[src/rtl/lsu_pkg.sv]
// ============================================================================
// Module      : lsu_pkg
// Description : Shared funct3 encodings, FSM state type and access-size decode
//               for the load/store unit.
// Revision    : 1.0 - initial release
// ============================================================================
`default_nettype none

package lsu_pkg;

    localparam logic [2:0] F3_B  = 3'b000;
    localparam logic [2:0] F3_H  = 3'b001;
    localparam logic [2:0] F3_W  = 3'b010;
    localparam logic [2:0] F3_BU = 3'b100;
    localparam logic [2:0] F3_HU = 3'b101;

    typedef enum logic [2:0] {
        ST_IDLE = 3'd0,
        ST_RD0  = 3'd1,
        ST_RD1  = 3'd2,
        ST_WR0  = 3'd3,
        ST_WR1  = 3'd4,
        ST_RESP = 3'd5
    } lsu_state_t;

    // Byte count of an access; 0 marks an encoding with no defined size.
    function automatic logic [2:0] f3_size(input logic [2:0] f3);
        case (f3)
            F3_B, F3_BU: f3_size = 3'd1;
            F3_H, F3_HU: f3_size = 3'd2;
            F3_W:        f3_size = 3'd4;
            default:     f3_size = 3'd0;
        endcase
    endfunction

    function automatic logic f3_legal(input logic store, input logic [2:0] f3);
        if (store)
            f3_legal = (f3 == F3_B) || (f3 == F3_H) || (f3 == F3_W);
        else
            f3_legal = (f3_size(f3) != 3'd0);
    endfunction

endpackage

`default_nettype wire

[src/rtl/lsu_byte_lane.sv]
// ============================================================================
// Module      : lsu_byte_lane
// Description : Combinational load extract/extend and store byte merge.
//               LSU_MISALIGN_SPLIT_EN adds the second (upper) memory word.
// Revision    : 1.0 - initial release
// ============================================================================
`default_nettype none

module lsu_byte_lane
    import lsu_pkg::*;
#(
    parameter int XLEN = 32
) (
    input  logic [XLEN-1:0] i_buf0,
`ifdef LSU_MISALIGN_SPLIT_EN
    input  logic [XLEN-1:0] i_buf1,
`endif
    input  logic [XLEN-1:0] i_wdata,
    input  logic [1:0]      i_off,
    input  logic [2:0]      i_size,
    input  logic [2:0]      i_funct3,
    output logic [XLEN-1:0] o_load,
`ifdef LSU_MISALIGN_SPLIT_EN
    output logic [XLEN-1:0] o_wr1,
`endif
    output logic [XLEN-1:0] o_wr0
);

`ifdef LSU_MISALIGN_SPLIT_EN
    localparam int W = 2 * XLEN;
`else
    localparam int W = XLEN;
`endif

    logic [W-1:0]    w_dw;
    logic [W-1:0]    w_wd;
    logic [W-1:0]    w_mrg;
    logic [XLEN-1:0] w_sh;
    int              w_lo;
    int              w_hi;

`ifdef LSU_MISALIGN_SPLIT_EN
    assign w_dw = {i_buf1, i_buf0};
`else
    assign w_dw = i_buf0;
`endif

    assign w_lo = int'(i_off);
    assign w_hi = w_lo + int'(i_size);
    assign w_wd = W'(i_wdata) << (8 * w_lo);
    assign w_sh = XLEN'(w_dw >> (8 * w_lo));

    // Store bytes occupy lanes [off, off+size) of the little-endian word pair.
    always_comb begin
        w_mrg = w_dw;
        for (int i = 0; i < W / 8; i++) begin
            if ((i >= w_lo) && (i < w_hi))
                w_mrg[8*i +: 8] = w_wd[8*i +: 8];
        end
    end

    always_comb begin
        case (i_funct3)
            F3_B:    o_load = {{(XLEN-8){w_sh[7]}}, w_sh[7:0]};
            F3_H:    o_load = {{(XLEN-16){w_sh[15]}}, w_sh[15:0]};
            F3_W:    o_load = w_sh;
            F3_BU:   o_load = {{(XLEN-8){1'b0}}, w_sh[7:0]};
            F3_HU:   o_load = {{(XLEN-16){1'b0}}, w_sh[15:0]};
            default: o_load = '0;
        endcase
    end

    assign o_wr0 = w_mrg[XLEN-1:0];
`ifdef LSU_MISALIGN_SPLIT_EN
    assign o_wr1 = w_mrg[W-1:XLEN];
`endif

endmodule

`default_nettype wire

[src/rtl/load_store_unit.sv]
// ============================================================================
// Module      : load_store_unit
// Description : RV32 load/store master for a word-only data memory; sub-word
//               stores by read-modify-write. LSU_MISALIGN_SPLIT_EN enables
//               two-word split of misaligned accesses.
// Revision    : 1.0 - initial release
// ============================================================================
`default_nettype none

module load_store_unit
    import lsu_pkg::*;
#(
    parameter int XLEN = 32
) (
    input  logic            CLK,
    input  logic            RST_N,
    input  logic            req_valid,
    output logic            req_ready,
    input  logic            req_store,
    input  logic [2:0]      req_funct3,
    input  logic [XLEN-1:0] req_addr,
    input  logic [XLEN-1:0] req_wdata,
    output logic            resp_valid,
    output logic [XLEN-1:0] resp_rdata,
    output logic            resp_err,
    output logic            mem_we,
    output logic [XLEN-1:0] mem_addr,
    output logic [XLEN-1:0] mem_wd,
    input  logic [XLEN-1:0] mem_rd
);

    lsu_state_t      r_state;
    logic            r_store;
    logic [2:0]      r_f3;
    logic [XLEN-1:0] r_addr;
    logic [XLEN-1:0] r_wdata;
    logic [XLEN-1:0] r_buf0;
    logic            r_req_ready;
    logic            r_resp_valid;
    logic [XLEN-1:0] r_resp_rdata;
    logic            r_resp_err;
    logic            r_mem_we;
    logic [XLEN-1:0] r_mem_addr;
    logic [XLEN-1:0] r_mem_wd;

    logic [1:0]      w_off;
    logic [2:0]      w_size;
    logic [XLEN-1:0] w_w0;
    logic [XLEN-1:0] w_b0;
    logic [XLEN-1:0] w_load;
    logic [XLEN-1:0] w_wr0;
    logic [XLEN-1:0] w_req_w0;
    logic            w_req_ok;
    logic            w_req_sw_al;

    assign w_off    = r_addr[1:0];
    assign w_size   = f3_size(r_f3);
    assign w_w0     = {r_addr[XLEN-1:2], 2'b00};
    assign w_req_w0 = {req_addr[XLEN-1:2], 2'b00};

    // Lane inputs see the value being captured this cycle so outputs of the
    // next state can be registered at the same edge.
    assign w_b0 = (r_state == ST_RD0) ? mem_rd : r_buf0;

`ifdef LSU_MISALIGN_SPLIT_EN
    logic [XLEN-1:0] r_buf1;
    logic [XLEN-1:0] w_b1;
    logic [XLEN-1:0] w_w1;
    logic [XLEN-1:0] w_wr1;
    logic            w_span;

    assign w_w1   = w_w0 + XLEN'(4);
    assign w_b1   = (r_state == ST_RD1) ? mem_rd : r_buf1;
    assign w_span = (({1'b0, w_off} + w_size) > 3'd4);
`endif

    always_comb begin
        w_req_ok = f3_legal(req_store, req_funct3);
`ifndef LSU_MISALIGN_SPLIT_EN
        if (((f3_size(req_funct3) == 3'd2) && req_addr[0]) ||
            ((f3_size(req_funct3) == 3'd4) && (req_addr[1:0] != 2'b00)))
            w_req_ok = 1'b0;
`endif
    end

    assign w_req_sw_al = req_store && (req_funct3 == F3_W) && (req_addr[1:0] == 2'b00);

    lsu_byte_lane #(
        .XLEN     (XLEN)
    ) u_lane (
        .i_buf0   (w_b0),
`ifdef LSU_MISALIGN_SPLIT_EN
        .i_buf1   (w_b1),
        .o_wr1    (w_wr1),
`endif
        .i_wdata  (r_wdata),
        .i_off    (w_off),
        .i_size   (w_size),
        .i_funct3 (r_f3),
        .o_load   (w_load),
        .o_wr0    (w_wr0)
    );

    always_ff @(posedge CLK or negedge RST_N) begin
        if (!RST_N) begin
            r_state      <= ST_IDLE;
            r_store      <= 1'b0;
            r_f3         <= '0;
            r_addr       <= '0;
            r_wdata      <= '0;
            r_buf0       <= '0;
`ifdef LSU_MISALIGN_SPLIT_EN
            r_buf1       <= '0;
`endif
            r_req_ready  <= 1'b1;
            r_resp_valid <= 1'b0;
            r_resp_rdata <= '0;
            r_resp_err   <= 1'b0;
            r_mem_we     <= 1'b0;
            r_mem_addr   <= '0;
            r_mem_wd     <= '0;
        end else begin
            r_resp_valid <= 1'b0;
            r_resp_rdata <= '0;
            r_resp_err   <= 1'b0;
            r_mem_we     <= 1'b0;
            r_mem_addr   <= '0;
            r_mem_wd     <= '0;
            case (r_state)
                ST_IDLE: begin
                    if (req_valid) begin
                        r_store     <= req_store;
                        r_f3        <= req_funct3;
                        r_addr      <= req_addr;
                        r_wdata     <= req_wdata;
                        r_req_ready <= 1'b0;
                        if (!w_req_ok) begin
                            r_state      <= ST_RESP;
                            r_resp_valid <= 1'b1;
                            r_resp_err   <= 1'b1;
                        end else if (w_req_sw_al) begin
                            r_state    <= ST_WR0;
                            r_mem_we   <= 1'b1;
                            r_mem_addr <= w_req_w0;
                            r_mem_wd   <= req_wdata;
                        end else begin
                            r_state    <= ST_RD0;
                            r_mem_addr <= w_req_w0;
                        end
                    end
                end
                ST_RD0: begin
                    r_buf0 <= mem_rd;
`ifdef LSU_MISALIGN_SPLIT_EN
                    if (w_span) begin
                        r_state    <= ST_RD1;
                        r_mem_addr <= w_w1;
                    end else
`endif
                    if (!r_store) begin
                        r_state      <= ST_RESP;
                        r_resp_valid <= 1'b1;
                        r_resp_rdata <= w_load;
                    end else begin
                        r_state    <= ST_WR0;
                        r_mem_we   <= 1'b1;
                        r_mem_addr <= w_w0;
                        r_mem_wd   <= w_wr0;
                    end
                end
`ifdef LSU_MISALIGN_SPLIT_EN
                ST_RD1: begin
                    r_buf1 <= mem_rd;
                    if (!r_store) begin
                        r_state      <= ST_RESP;
                        r_resp_valid <= 1'b1;
                        r_resp_rdata <= w_load;
                    end else begin
                        r_state    <= ST_WR0;
                        r_mem_we   <= 1'b1;
                        r_mem_addr <= w_w0;
                        r_mem_wd   <= w_wr0;
                    end
                end
`endif
                ST_WR0: begin
`ifdef LSU_MISALIGN_SPLIT_EN
                    if (w_span) begin
                        r_state    <= ST_WR1;
                        r_mem_we   <= 1'b1;
                        r_mem_addr <= w_w1;
                        r_mem_wd   <= w_wr1;
                    end else
`endif
                    begin
                        r_state      <= ST_RESP;
                        r_resp_valid <= 1'b1;
                    end
                end
                ST_WR1: begin
                    r_state      <= ST_RESP;
                    r_resp_valid <= 1'b1;
                end
                ST_RESP: begin
                    r_state     <= ST_IDLE;
                    r_req_ready <= 1'b1;
                end
                default: begin
                    r_state     <= ST_IDLE;
                    r_req_ready <= 1'b1;
                end
            endcase
        end
    end

    assign req_ready  = r_req_ready;
    assign resp_valid = r_resp_valid;
    assign resp_rdata = r_resp_rdata;
    assign resp_err   = r_resp_err;
    assign mem_we     = r_mem_we;
    assign mem_addr   = r_mem_addr;
    assign mem_wd     = r_mem_wd;

endmodule

`default_nettype wire

[config.mk]
export PLATFORM = sky130hd
export DESIGN_NAME = load_store_unit
export DESIGN_NICKNAME = d
export VERILOG_FILES = /design/src/rtl/lsu_pkg.sv /design/src/rtl/lsu_byte_lane.sv /design/src/rtl/load_store_unit.sv
export SDC_FILE = /design/constraint.sdc
export NUM_CORES = 1
export LEC_CHECK = 0
export ABC_AREA = 1
export BUFFER_PORTS_ARGS = -buffer_cell sky130_fd_sc_hd__buf_4
export CORE_UTILIZATION = 54
export CTS_CLUSTER_DIAMETER = 40
export DETAILED_ROUTE_END_ITERATION = 8
export PLACE_DENSITY = 0.8
export REMOVE_ABC_BUFFERS = 1
export SETUP_SLACK_MARGIN = 0.1
export SLEW_MARGIN = 20
export SYNTH_ARGS = -nofsm -noshare
export SYNTH_HDL_FRONTEND = slang
export SYNTH_SLANG_ARGS = --single-unit
[constraint.sdc]
create_clock -name CLK -period 2.85 [get_ports CLK]
set_clock_uncertainty 0.15 [all_clocks]
set_input_delay 0.285 -clock CLK [delete_from_list [all_inputs] [get_ports CLK]]
set_output_delay 0.285 -clock CLK [all_outputs]
set_load 0.005 [all_outputs]
Yosys cells after proc, flatten, opt, wreduce, memory -nomap -nowiden
Index checks and enable logic that the tools add are counted.
{"block": "totals", "out_inout_bits": 100, "word_cells": 103, "register_bits": 203, "in_bits": 103}
{"block": "classes", "addsub": 1, "bitwise": 1, "muxes": 39, "n_lt_le_gt_ge": 8, "shift": 2, "reduce_logical": 25, "eq_ne": 14}
{"cell": "32-bit 2-to-1 mux", "n": 10}
{"cell": "32-bit case mux with 5 select lines", "n": 1}
{"cell": "32-bit case mux with 2 select lines", "n": 2}
{"cell": "3-bit by 32-bit < comparator with 1-bit output (first input constant)", "n": 2}
{"cell": "1-bit by 32-bit < comparator with 1-bit output (first input constant)", "n": 1}
{"cell": "2-bit by 32-bit < comparator with 1-bit output (first input constant)", "n": 1}
{"cell": "8-bit 2-to-1 mux", "n": 4}
{"cell": "32-bit by 5-bit left shift with 32-bit output", "n": 1}
{"cell": "32-bit by 5-bit >> shifter with 32-bit output", "n": 1}
{"cell": "3-bit case mux with 3 select lines", "n": 3}
{"cell": "3-bit == test (second input constant)", "n": 6}
{"cell": "3-bit by 2-bit == test with 1-bit output (second input constant)", "n": 4}
{"cell": "3-bit 2-to-1 mux", "n": 4}
{"cell": "1-bit 2-to-1 mux", "n": 11}
{"cell": "2-bit OR reduction", "n": 5}
{"cell": "3-bit by 1-bit == test with 1-bit output (second input constant)", "n": 3}
{"cell": "3-bit logical NOT", "n": 3}
{"cell": "1-bit logical AND", "n": 8}
{"cell": "2-bit by 3-bit adder with 4-bit output", "n": 1}
{"cell": "1-bit by 2-bit greater-or-equal comparator with 1-bit output (first input constant)", "n": 2}
{"cell": "2-bit greater-or-equal comparator (first input constant)", "n": 2}
{"cell": "1-bit case mux with 2 select lines", "n": 2}
{"cell": "2-bit AND reduction", "n": 2}
{"cell": "1-bit logical OR", "n": 3}
{"cell": "other kinds (8)", "n": 8}

Logic depth before layout (Yosys ltp)
{"block": "logic_depth", "word_depth": 10, "ltp_mapped": 15, "ltp_nobuf": 15}

Hierarchy
A second synthesis with hierarchy kept.
{"block": "hier_totals", "cells_unflattened": 1256, "area_unflattened_um2": 9421.5}
{"module": "load_store_unit", "area_each_um2": 7772.5, "instances": 1, "cells_per_inst": 881, "seq_area_each_um2": 5031.1}
{"module": "lsu_byte_lane", "area_each_um2": 1649.1, "instances": 1, "cells_per_inst": 375, "seq_area_each_um2": 0.0}

Worst setup path after synthesis
OpenSTA, ideal clock, no wires.
{"block": "synth_timing", "kind": "register -> register", "startpoint": "register r_addr[1]", "endpoint": "register r_mem_wd[0] (netlist: mem_wd[0])", "setup_time_ns": 0.118, "arrival_time_ns": 2.059, "n_path_buf": 2, "synth_period_minus_slack_ns": 2.327, "stages_incl_launch_ff": 15, "setup_slack_ns": 0.523, "required_ns": 2.582, "path_cell_list": "dfrtp_1 -> buf_2 -> inv_2 -> clkbuf_1 -> fa_1 -> nor2_1 -> nand2_1 -> nand3_1 -> nand2_1 -> inv_2 -> nand3_2 -> nand2_1 -> nand2_1 -> nand3_1 -> nand2_1"}
{"block": "synth_between", "elab_chain_cells": 6, "elab_cells_between_ends": 8, "cone_classes": "add/sub (1); order compare (2); shift (1); mux (3); reduce/logical (1)"}
{"element": "from (decl)", "line_no": "load_store_unit.sv:35", "source": "logic [XLEN-1:0] r_addr;"}
{"element": "from (signal assigned)", "line_no": "load_store_unit.sv:134", "source": "r_addr <= req_addr;"}
{"element": "2-bit by 3-bit adder with 4-bit output", "line_no": "lsu_byte_lane.sv:49", "source": "assign w_hi = w_lo + int'(i_size);"}
{"element": "1-bit by 32-bit < comparator with 1-bit output", "line_no": "lsu_byte_lane.sv:57", "source": "if ((i >= w_lo) && (i < w_hi))"}
{"element": "1-bit logical AND", "line_no": "lsu_byte_lane.sv:57"}
{"element": "8-bit 2-to-1 mux (*)", "line_no": "lsu_byte_lane.sv:57"}
{"element": "32-bit 2-to-1 mux (*)", "line_no": "load_store_unit.sv:160", "source": "if (!r_store) begin"}
{"element": "32-bit case mux with 2 select lines (*)", "line_no": "load_store_unit.sv:129", "source": "case (r_state)"}
{"element": "to (signal assigned)", "line_no": "load_store_unit.sv:145", "source": "r_mem_wd <= req_wdata;"}
{"element": "to (signal assigned)", "line_no": "load_store_unit.sv:168", "source": "r_mem_wd <= w_wr0;"}
{"element": "to (decl)", "line_no": "load_store_unit.sv:44", "source": "logic [XLEN-1:0] r_mem_wd;"}
Mark *: on every way between the ends. The rest lies on a longest branch, timed or not.
A chain may end at the register's enable or synchronous reset.

Worst setup path in the final report
{"block": "layout_timing", "startpoint": "register r_f3[1]", "endpoint": "register r_mem_wd[2] (netlist: mem_wd[2])"}
{"block": "layout_between", "elab_chain_cells": 9, "elab_cells_between_ends": 14, "cone_classes": "add/sub (1); order compare (1); eq/ne (4); mux (4); reduce/logical (4)"}
{"element": "from (decl)", "line_no": "load_store_unit.sv:34", "source": "logic [2:0] r_f3;"}
{"element": "from (signal assigned)", "line_no": "load_store_unit.sv:133", "source": "r_f3 <= req_funct3;"}
{"element": "3-bit by 1-bit == test with 1-bit output (tied with other cells)", "line_no": "lsu_pkg.sv:28", "source": "case (f3)"}
{"element": "2-bit OR reduction", "line_no": "lsu_pkg.sv:28"}
{"element": "3-bit case mux with 3 select lines (*)", "line_no": "lsu_pkg.sv:28"}
{"element": "2-bit by 3-bit adder with 4-bit output (*)", "line_no": "lsu_byte_lane.sv:49"}
{"element": "1-bit by 32-bit < comparator with 1-bit output (*)", "line_no": "lsu_byte_lane.sv:57"}
{"element": "1-bit logical AND (*)", "line_no": "lsu_byte_lane.sv:57"}
{"element": "8-bit 2-to-1 mux (*)", "line_no": "lsu_byte_lane.sv:57"}
{"element": "32-bit 2-to-1 mux (*)", "line_no": "load_store_unit.sv:160"}
{"element": "32-bit case mux with 2 select lines (*)", "line_no": "load_store_unit.sv:129"}
Marked as above.

==> results.json <==
{
  "status": "complete, no violations",
  "final_antenna_net_count": 0,
  "worst_slew_pin_slew_ns": 1.14,
  "setup_violations": 0,
  "layout-drive-gt1-share_pct": 22.1,
  "post-route-cell-area_um2": 12600,
  "root_buffer": "clkbuf_16",
  "power.total_mw": 15.0,
  "dieArea_um2": 17100,
  "critical_path_depth": 14,
  "filler_cell_count": 1020,
  "die_w_um": 131,
  "cap_violations": 0,
  "rows": 46,
  "grt_max_degree": 140,
  "via_count": 8734,
  "yosysWarningCount": 0,
  "start_util_pct": 55.9,
  "rsz0062_at_grt": "no",
  "clk_pin_slew_ns": 0.05,
  "cp-start-kind": "flip-flop",
  "dr.pass1.iters": 6,
  "arrival_ns": 2.77,
  "switching_share_pct": 41.6,
  "critPathMaxFanout": 9,
  "ys_seq_area_share_pct": 56.2,
  "reg2reg_to": "mem_wd[2]",
  "intPower_mw": 8.73,
  "clk_latency_ns": 0.53,
  "syn_area_um2": 8940,
  "place_congestion": 0.885,
  "crit_end": "mem_wd[2]",
  "synthToLayoutAreaGrowth_pct": 40.9,
  "seqPwrFrac_pct": 30.3,
  "clk_path_buf_depth": 3,
  "cp_num_buf_inv": 2,
  "critPathRequiredTime_ns": 3.11,
  "io_buffers": 200,
  "reg2reg_depth": 14,
  "gr-total-overflow": 0,
  "grt_usage_pct": 33.6,
  "regToRegStartpoint": "r_f3[1]",
  "h-tree-depth": 1,
  "min_period_over_period_pct": 88.0,
  "p_comb_share_pct": 44.9,
  "crit_family": "simple AND/OR/NAND/NOR gates",
  "end_kind": "flip-flop",
  "cts_sinks": 201,
  "dpl_cell_area_um2": 10700,
  "drt_iter0_markers": 881,
  "power_switching_mw": 6.22,
  "vdd_drop_max_v": 0.000689,
  "finalNetCount": 1449,
  "cp_slowest_cell": "dfrtp_1",
  "slew_headroom_pct": 23.4,
  "critPathLaunch": "r_f3[1]",
  "antenna_found_initial": 1,
  "pwr-share-clk_pct": 24.8,
  "synth-seq-cells": 201,
  "place_inst": 1438,
  "critPathMaxStageDelay_ns": 0.44,
  "syn_area_per_cell_um2": 8.43,
  "wirelength_mm": 27.9,
  "coreArea_um2": 16000,
  "crit_type": "flip-flop to flip-flop",
  "ff2ff_setup_slack_ns": 0.34,
  "dp_hpwl_mm": 17.0,
  "die_h_um": 131,
  "hold_viol": 0,
  "syn-instance-count": 1061,
  "cpMostUsedCell": "nand2_1",
  "power_density_nw_per_um2": 1190,
  "fmax_mhz": 399,
  "min_path_type": "input pin to flip-flop",
  "cts_buffers": 28,
  "route.detailed.drc": 0,
  "period_needed_ns": 2.51,
  "grt_first_pass_wirelength_mm": 44.2,
  "path_cells": "nor2_2 > ha_1 > inv_1 > fa_1 > nor2_1 > nand2_1 > nand3_1 > nand2_1 > inv_4 > nand3_2 > nand2_4 > nand2_1 > nand3_1 > nand2_1",
  "yosys.cell_types.count": 32,
  "finalNonFillerCells": 1582,
  "final.setup.tns_ns": 0,
  "hold_slack_ns": 0.00725,
  "p_leak_nw": 6.64,
  "slew_viol_final": 0,
  "ios": 203,
  "cts_tree": "yes",
  "grt_pass1_vias": 8828,
  "via_per_inst": 5.52,
  "detail_route.wl_per_cell_um": 17.7
}
## cell families after synthesis
kind of cell,count (synthesis),share of synthesized area (%)
simple gates,485,23.2
flops,201,56.2
buf+inv,189,8.53
compound gates,182,11.5
fa+ha+maj,3,0.504
other cells,1,0.0419
## state kept, by name, indices dropped and copies added, names as in the netlist
register and count:
r_store 1, r_state 3, mem_we 1, r_buf0 32, r_addr 32, req_ready 1, mem_addr 30, mem_wd 32
resp_rdata 32, resp_err 1, resp_valid 1, r_f3 3, r_wdata 32
## power by group through the flow
stage | Clock [mW] | Sequential [mW] | Combinational, mW
after global routing | 3.83 | 4.62 | 7.40
after global placement | 0 | 4.48 | 6.08
after detailed placement | 0 | 4.51 | 6.24
after floorplan | 0 | 4.51 | 3.75
after CTS | 3.71 | 4.49 | 6.42
final | 3.70 | 4.53 | 6.72
## per-stage QoR
step / worst slack, ns / utilization [%]
3_5_place_dp: 0.248 / 66.6
3_3_place_gp: 0.355 / 66.6
2_1_floorplan: -1.86 / -
6_report: 0.343 / 78.8
4_1_cts: 0.205 / 78.5
5_1_grt: 0.131 / 78.8
## how the worst min path moves through the flow
| stage | from | cells after the start | to | slack (ns) |
|---|---|---|---|---|
| 5_1_grt | mem_rd[1] | 4 | r_buf0[1] | 0.009 |
| 4_1_cts | mem_rd[1] | 4 | r_buf0[1] | 0.001 |
| 3_3_place_gp | RST_N | 1 | mem_wd[25] | 0.22 |
| 3_5_place_dp | RST_N | 1 | mem_wd[25] | 0.23 |
| 2_1_floorplan | RST_N | 0 | mem_addr[10] | -0.16 |
| 6_report | mem_rd[1] | 4 | r_buf0[1] | 0.007 |
## layout make-up
class | instances | area (µm²) | area share (%)
clock inverter | 15 | 200 | 1.59
clock buffer | 37 | 816 | 6.47
antenna | 1 | 2.50 | 0.0199
multi-input combinational | 672 | 3200 | 25.4
timing repair buffer | 309 | 2590 | 20.5
inverter | 131 | 498 | 3.95
tap | 216 | 270 | 2.14
sequential | 201 | 5030 | 39.9
## synth_stat cells
cell	count	area, µm²
nand2_1	319	1200
dfrtp_1	200	5000
inv_1	119	447
nand3_1	112	561
o21ai_0	84	420
o22ai_1	44	275
a21oi_1	30	150
buf_2	27	135
clkbuf_1	22	82.6
nor2_1	20	75.1
o221ai_1	15	131
and2_1	14	87.6
inv_2	12	45.0
nor3_1	7	35.0
o21ai_1	7	35.0
buf_4	5	37.5
nand3_2	4	40.0
buf_1	3	11.3
ha_1	2	25.0
nand4_1	2	12.5
nor2_2	2	12.5
a22oi_1	1	7.51
clkbuf_2	1	5.00
conb_1	1	3.75
dfstp_2	1	26.3
fa_1	1	20.0
nand2_2	1	6.26
nand3b_1	1	7.51
nor3_2	1	10.0
nor3_4	1	16.3
nor4_2	1	12.5
o21ai_2	1	8.76
## routing by layer
metal / vias up / global-route usage [%] / wire [µm]
li1: 3998 / - / -
met1: 4159 / 41.3 / 10600
met2: 498 / 57.3 / 13800
met3: 79 / 7.41 / 2540
met4: 0 / 13.9 / 1010
met5: - / 0 / 0
## worst reg2reg max path: cells and delay by family, from the launching register on
kind / cells / cell delay (ns)
fa+ha+maj: 2 / 0.55
buf+inv: 2 / 0.17
flops: 1 / 0.44
simple gates: 10 / 1.08
## timing repair
action | in CTS | in global routing
buffers inserted | 0 | 2
endpoints found under the setup margin | 0 | 23
hold buffers | 89 | 0
gates resized for setup | 0 | 8
hold endpoints to repair | 232 | 0
## cell usage in the layout, fill, tap and decap left out, types with 2 or more instances in the layout
master and instances:
inv_6 2, clkbuf_1 2, buf_4 216, nand4_1 2, bufinv_16 4, clkinv_2 3, nor2_1 17, inv_2 11
o221ai_1 14, o21ai_0 84, o21ai_1 7, nor3_1 7, nand3_2 4, a21oi_1 30, nand2_4 2, nand3_1 112
o22ai_1 44, dlygate4sd3_1 89, nor2_2 4, and2_1 14, ha_1 2, conb_1 2, clkinv_4 2, inv_1 118
nand2_1 317, clkbuf_16 29, buf_12 3, clkinvlp_4 5, dfrtp_1 200, clkbuf_8 7
Power figures use the tool's default switching activity.
